## src/rtl/updown_mod_counter_if.sv

```systemverilog
// Control and status bundle for updown_mod_counter: the master drives the
// count controls, the slave (the counter) returns the count and its flags.
interface updown_mod_counter_if #(
    parameter int WIDTH = 8
);
    logic             sync_clr;
    logic             load;
    logic [WIDTH-1:0] d;
    logic             enable;
    logic             up;
    logic [WIDTH-1:0] q;
    logic             tc;
    logic             wrap;
    logic             ovf;

    modport master (
        output sync_clr, load, d, enable, up,
        input  q, tc, wrap, ovf
    );

    modport slave (
        input  sync_clr, load, d, enable, up,
        output q, tc, wrap, ovf
    );
endinterface

```

## src/rtl/updown_mod_counter.sv

```systemverilog
// Up/down counter over 0..MODULUS-1 with load, synchronous clear, step size,
// wrap-or-saturate limit handling, terminal count and sticky overflow.
module updown_mod_counter #(
    parameter int WIDTH    = 8,
    parameter int MODULUS  = 256,
    parameter int STEP     = 1,
    parameter int SATURATE = 0
) (
    input logic                 clk,
    input logic                 rst,
    updown_mod_counter_if.slave bus
);
    // One guard bit so q+STEP and q+MODULUS never overflow the compare.
    localparam logic [WIDTH:0]   MAX_E  = (WIDTH+1)'(MODULUS - 1);
    localparam logic [WIDTH:0]   MOD_E  = (WIDTH+1)'(MODULUS);
    localparam logic [WIDTH:0]   STEP_E = (WIDTH+1)'(STEP);
    localparam logic [WIDTH-1:0] MAX_Q  = WIDTH'(MODULUS - 1);
    localparam logic [WIDTH-1:0] ZERO_Q = {WIDTH{1'b0}};
    localparam bit               SAT    = (SATURATE != 0);

    logic [WIDTH-1:0] q_q, q_d;
    logic             wrap_q, wrap_d;
    logic             ovf_q, ovf_d;

    logic [WIDTH:0]   q_ext;
    logic [WIDTH:0]   d_ext;
    logic [WIDTH:0]   sum_up;
    logic             up_over;
    logic             dn_under;

    assign q_ext    = {1'b0, q_q};
    assign d_ext    = {1'b0, bus.d};
    assign sum_up   = q_ext + STEP_E;
    assign up_over  = (sum_up > MAX_E);
    assign dn_under = (q_ext < STEP_E);

    always_comb begin
        q_d    = q_q;
        wrap_d = 1'b0;
        ovf_d  = ovf_q;
        if (bus.sync_clr) begin
            q_d   = ZERO_Q;
            ovf_d = 1'b0;
        end else if (bus.load) begin
            if (d_ext > MAX_E) begin
                q_d   = MAX_Q;
                ovf_d = 1'b1;
            end else begin
                q_d = bus.d;
            end
        end else if (bus.enable) begin
            if (bus.up) begin
                if (up_over) begin
                    q_d    = SAT ? MAX_Q : WIDTH'(sum_up - MOD_E);
                    wrap_d = 1'b1;
                    ovf_d  = 1'b1;
                end else begin
                    q_d = WIDTH'(sum_up);
                end
            end else begin
                if (dn_under) begin
                    q_d    = SAT ? ZERO_Q : WIDTH'(q_ext + MOD_E - STEP_E);
                    wrap_d = 1'b1;
                    ovf_d  = 1'b1;
                end else begin
                    q_d = WIDTH'(q_ext - STEP_E);
                end
            end
        end
    end

    always_ff @(posedge clk or posedge rst) begin
        if (rst) begin
            q_q    <= ZERO_Q;
            wrap_q <= 1'b0;
            ovf_q  <= 1'b0;
        end else begin
            q_q    <= q_d;
            wrap_q <= wrap_d;
            ovf_q  <= ovf_d;
        end
    end

    // Flags the cycle whose edge will wrap or clip; load and clear suppress it.
    assign bus.tc   = bus.enable & ~bus.sync_clr & ~bus.load & (bus.up ? up_over : dn_under);
    assign bus.q    = q_q;
    assign bus.wrap = wrap_q;
    assign bus.ovf  = ovf_q;
endmodule
```

## src/flat_wrapper.sv

```systemverilog
// flat-port wrapper written by rule: the top's interface ports become plain ports
module updown_mod_counter_flat 
#(
    parameter int WIDTH    = 8,
    parameter int MODULUS  = 256,
    parameter int STEP     = 1,
    parameter int SATURATE = 0
)
  (clk, rst, bus_sync_clr, bus_load, bus_d, bus_enable, bus_up, bus_q, bus_tc, bus_wrap, bus_ovf);
  updown_mod_counter_if #(.WIDTH(WIDTH)) bus_i ();
  input logic clk;
  input logic rst;
  input wire logic [$bits(bus_i.sync_clr)-1:0] bus_sync_clr;
  input wire logic [$bits(bus_i.load)-1:0] bus_load;
  input wire logic [$bits(bus_i.d)-1:0] bus_d;
  input wire logic [$bits(bus_i.enable)-1:0] bus_enable;
  input wire logic [$bits(bus_i.up)-1:0] bus_up;
  output wire logic [$bits(bus_i.q)-1:0] bus_q;
  output wire logic [$bits(bus_i.tc)-1:0] bus_tc;
  output wire logic [$bits(bus_i.wrap)-1:0] bus_wrap;
  output wire logic [$bits(bus_i.ovf)-1:0] bus_ovf;
  assign bus_i.sync_clr = bus_sync_clr;
  assign bus_i.load = bus_load;
  assign bus_i.d = bus_d;
  assign bus_i.enable = bus_enable;
  assign bus_i.up = bus_up;
  assign bus_q = bus_i.q;
  assign bus_tc = bus_i.tc;
  assign bus_wrap = bus_i.wrap;
  assign bus_ovf = bus_i.ovf;
  updown_mod_counter #(.WIDTH(WIDTH), .MODULUS(MODULUS), .STEP(STEP), .SATURATE(SATURATE)) u_core (.clk(clk), .rst(rst), .bus(bus_i));
endmodule
```

## config.mk

```make
export PLATFORM = sky130hd
export DESIGN_NAME = updown_mod_counter_flat
export DESIGN_NICKNAME = d
export VERILOG_FILES = /design/src/rtl/updown_mod_counter_if.sv /design/src/rtl/updown_mod_counter.sv /design/src/flat_wrapper.sv
export SDC_FILE = /design/constraint.sdc
export NUM_CORES = 1
export LEC_CHECK = 0
export CAP_MARGIN = 25
export CORE_MARGIN = 3
export CORE_UTILIZATION = 40
export DETAILED_ROUTE_END_ITERATION = 8
export GPL_TIMING_DRIVEN = 0
export HOLD_SLACK_MARGIN = 0.06
export PLACE_DENSITY = 0.65
export SYNTH_ARGS = -nofsm -noshare
export SYNTH_HDL_FRONTEND = slang
export SYNTH_SLANG_ARGS = --single-unit
```

## constraint.sdc

```tcl
create_clock -name clk -period 2.7 [get_ports clk]
set_clock_uncertainty 0.05 [all_clocks]
set_input_delay 0.405 -clock clk [delete_from_list [all_inputs] [get_ports clk]]
set_output_delay 0.405 -clock clk [all_outputs]
set_load 0.02 [all_outputs]
```

# --- Yosys cells after proc, flatten, opt, wreduce, memory -nomap -nowiden ---
# Index checks and enable logic that the tools add are counted.
word_totals:
  regBits: 10
  latch_bits: 0
  mem_bits_rw: 0
  rom_bits: 0
  elab_cells: 42
  n_memories: 0
op_classes:
  addsub: 5
  mul: 0
  n_div: 0
  n_lt_le_gt_ge: 3
  eq_ne: 2
  n_shift: 0
  muxes: 21
  bitwise_logic: 5
  n_reduce_logical: 3
op_table:
  columns: ["operator", "n"]
  rows:
  - ["two-way mux 8 bit", 7]
  - ["subtractor 8 x 1 -> 8 bit, second input constant", 3]
  - ["two-way mux 1 bit", 14]
  - ["adder 8 x 1 -> 9 bit, second input constant", 1]
  - ["greater-than comparator 9 x 8 -> 1 bit, second input constant", 1]
  - ["adder 8 x 1 -> 8 bit, second input constant", 1]
  - ["greater-than comparator 8 bit, second input constant", 1]
  - ["less-than comparator 8 x 1 -> 1 bit, second input constant", 1]
  - ["!= test 4 x 3 -> 1 bit, second input constant", 1]
  - ["AND reduction 4 bit", 1]
  - ["nonzero test 4 bit", 1]
  - ["AND 1 bit", 3]
  - ["!= test 3 x 2 -> 1 bit, second input constant", 1]
  - ["nonzero test 3 bit", 1]
  - ["NOT 1 bit", 2]

# --- Logic depth before layout (Yosys ltp) ---
logic_depth:
  word_depth: 7
  ltp_mapped: 8
  mapped_depth_nobuf: 7

# --- Least setup slack after synthesis ---
# OpenSTA, ideal clock, no wires.
synth_path:
  path_type: "reg2out"
  from: "register u_core.q_q[0] (netlist: u_core.bus.q[0])"
  to: "output bus_tc"
  arrival_ns: 2.045
  t_required_ns: 2.245
  slack_ns: 0.200
  stages_incl_launch_ff: 7
  n_path_buf: 1
  path_cell_list: "dfrtp_1 > buf_6 > inv_1 > ha_1 > nor4bb_1 > nand4b_1 > a311oi_1"
synth_between:
  elab_chain_len: 4
  elab_cells_between_ends: 5
  cone_classes: "add/sub (1); order compare (2); mux (1); bitwise (1)"
synth_rtl:
  columns: ["item", "line", "source"]
  rows:
  - ["start: declaration", "updown_mod_counter.sv:21", "logic [WIDTH-1:0] q_q, q_d;"]
  - ["start signal: assignment", "updown_mod_counter.sv:78", "q_q <= q_d;"]
  - ["adder 8 x 1 -> 9 bit", "updown_mod_counter.sv:33", "assign sum_up = q_ext + STEP_E;"]
  - ["greater-than comparator 9 x 8 -> 1 bit", "updown_mod_counter.sv:34", "assign up_over = (sum_up > MAX_E);"]
  - ["two-way mux 1 bit (*)", "updown_mod_counter.sv:85", "assign bus.tc = bus.enable & ~bus.sync_clr & ~bus.load & (bus.up ? up_over : dn_under);"]
  - ["AND 1 bit (*)", "updown_mod_counter.sv:85", null]
  - ["end: declaration", "flat_wrapper.sv:19", "output wire logic [$bits(bus_i.tc)-1:0] bus_tc;"]
# Mark *: on every way between the ends. The rest lies on a longest branch, timed or not.

# --- Final worst setup path ---
# Same ends and word-level chain as after synthesis.

==> flow_summary.yaml <==
timing:
  fin_crit_sh: 0.944
  slew_viol_final: 0
  hold_viol: 0
  clock.fmax_mhz: 392
  timing.slew.headroom: 0.667
  finalSetupViolations: 0
  min_period_ns: 2.55
  tightestPinTransition_ns: 0.499
  rsz0062_at_grt: "no"
  fin_tns_setup_ns: 0
  fin_hold_ws_ns: 0.375
clocking:
  clock-sinks: 10
  cts_tree: "done"
  numCtsBuffers: 3
  cts.htree.levels: 1
  cts-root-buf: "clkbuf_4"
  ctsHoldBuffers: 0
  clk_pin_slew_worst_paths_ns: 0.08
  clockBufferDepth: 2
  insertion_delay_ns: 0.27
route:
  drt-initial-drc-count: 11
  vias: 968
  first_pass_iters: 5
  wl_per_cell_um: 13.5
  ant_nets: 0
  drc: 0
  wl_um: 2400
  viasPerCell: 5.47
critical_path:
  worst-setup-path-type: "reg -> out"
  crit_start: "u_core.bus.q[0]"
  crit_family: "simple AND/OR/NAND/NOR gates"
  crit_chain: "buf_6, inv_1, ha_1, nor4bb_2, nand4b_1, a311oi_2, buf_2"
  critPathCapture: "bus_tc"
  cp.arrival_ns: 2.09
  cpMaxStageDelayCell: "dfrtp_1"
  cp.depth: 7
  critPathLaunchType: "flip-flop"
  critical_path_required_ns: 2.25
  rr_endpoint: "u_core.bus.wrap"
  reg2reg_slack_ns: 0.80
  max_stage_delay_ns: 0.39
  endpoint_kind: "output port"
  path_max_fanout: 9
  reg2regPathDepth: 7
  reg2reg_from: "u_core.bus.q[0]"
  worst-path-buf-inv: 3
placement:
  place_congestion: 0.862
  dp_hpwl_um: 1750
  dpl.cell_count: 172
  io_buffers: 24
synth:
  synthesis.area_um2: 955
  ys_ff_latch: 10
  netlist-cell-type-count: 38
  synth_area_leaders: "dfrtp_1 26%, nor2_1 6.7%, nand2_1 5.9%"
  synth.top_cell.area_share: 0.262
  synth_edf_count: 0
  synth.largest_area_cell: "dfrtp_1"
  syn_avg_cell_area_um2: 7.96
  yosysSeqAreaShare: 0.262
  synth_cells: 120
  synth_fp_nets: 137
  yosysWarningCount: 0
  async_flop_share: 1.00
  synthFlopType: "dfrtp_1"
pwr:
  p_switching_mw: 0.178
  swShare: 0.344
  p_comb_frac: 0.388
  p_leak_nw: 0.523
  clkPwrFrac: 0.273
  ir_drop_mv: 0.282
  powerDensity_nw_per_um2: 404
  p_int_mw: 0.340
  pwr-share-seq: 0.339
min_path:
  hold_path_class: "in -> async"
grt:
  grt_pass1_wl_um: 3740
  grt_max_degree: 12
  grt_usage: 0.177
  grt_pass1_vias: 877
  overflow: 0
  antenna_found_initial: 0
final_layout:
  mostFrequentLayoutCells: "23 x clkdlybuf4s50_1, 17 x nor2_1, 15 x nand2_1"
  syn_to_final_growth_pct: 34.3
  layout.nets: 167
  final_common_cell: "clkdlybuf4s50_1"
  n_antenna_cell: 0
  finalNonFillerCells: 177
  drive_gt1_frac: 0.148
floorplan:
  die_area_um2: 3010
  io_pins: 25
  initial_core_util: 0.427
  row_count: 17
  die_w_um: 54.9
  coreArea_um2: 2230
  die-height_um: 54.9
outcome:
  outcome: "completed"
run:
  cap_viol_max_count: 0
## registers in the layout, indices dropped and copies added (netlist names)
register,cells
u_core.bus.q,8
u_core.bus.ovf,1
u_core.bus.wrap,1
## per-stage QoR
stage / power (mW) / utilization / worst slack (ns) / area (µm²)
after global placement: 0.375 / 0.551 / -0.128 / 1230
after global routing: 0.547 / 0.574 / 0.0209 / 1280
final: 0.518 / 0.574 / 0.151 / 1280
after detailed placement: 0.376 / 0.551 / -0.148 / 1230
after floorplan: 0.307 / - / 0.200 / 955
after CTS: 0.522 / 0.574 / 0.0273 / 1280
## cell families after synthesis
logic type	share of synthesized area
and+or+nand+nor	0.304
AOI/OAI and AO/OA	0.191
buffers and inverters	0.0878
DFF	0.262
xor gates and xnor gates	0.0826
muxes	0.0328
adders and majority gates	0.0393
## area by class of cell
| type | instances | area, µm² |
|---|---|---|
| inverter | 5 | 18.8 |
| sequential | 10 | 251 |
| fill | 224 | 951 |
| clock buffer | 4 | 36.3 |
| tap | 28 | 35.0 |
| multi-input combinational | 96 | 633 |
| buffer | 9 | 65.1 |
| timing repair buffer | 25 | 243 |
## power groups by stage
stage	combinational, mW	clock, mW	sequential [mW]
after floorplan	0.117	0	0.190
after global placement	0.197	0	0.178
after detailed placement	0.198	0	0.178
after CTS	0.200	0.147	0.176
after global routing	0.219	0.150	0.178
final	0.201	0.142	0.176
## worst min-delay path by stage
stage / end / depth (start not counted) / slack [ns] / start
floorplan: u_core.bus.ovf / 1 / 0.20 / rst
global placement: u_core.bus.ovf / 2 / 0.53 / u_core.bus.ovf
detailed placement: u_core.bus.ovf / 2 / 0.54 / u_core.bus.ovf
CTS: u_core.bus.q[7] / 2 / 0.39 / rst
global route: u_core.bus.q[7] / 2 / 0.41 / rst
finish: u_core.bus.q[5] / 2 / 0.38 / rst
## routing by layer
metal | routed length, µm | GRT usage
met2 | 1170 | 0.317
met5 | 0 | 0
met1 | 1090 | 0.203
met4 | 34 | 0.0664
met3 | 106 | 0.0354
## Yosys cell counts (2+ instances only)
library cell  count
dfrtp_1          10
nand2_1          15
o21ai_1           3
xnor2_1           4
nand4_1           2
and4_1            2
nand2b_1          4
nor3_1            3
o211ai_1          3
a21oi_1           9
nand3_1           4
ha_1              3
a311oi_1          3
nor2_1           17
xor2_1            5
buf_6             3
mux2i_1           2
inv_1             5
buf_2             4
## worst register-to-register path, delay by kind of cell (launching register included)
family	cells	cell delay, ns
AO/OA/AOI/OAI	1	0.23
adder cells (fa/ha/maj)	1	0.30
buffers and inverters	3	0.39
AND/OR/NAND/NOR	2	0.46
flip-flops	1	0.39
## repair_timing
| item | CTS | global route |
|---|---|---|
| buffers inserted | 1 | 0 |
| pin swaps | 1 | 1 |
| setup endpoints to repair | 1 | 1 |
| gates resized for setup | 6 | 2 |
Power figures use the tool's default switching activity.
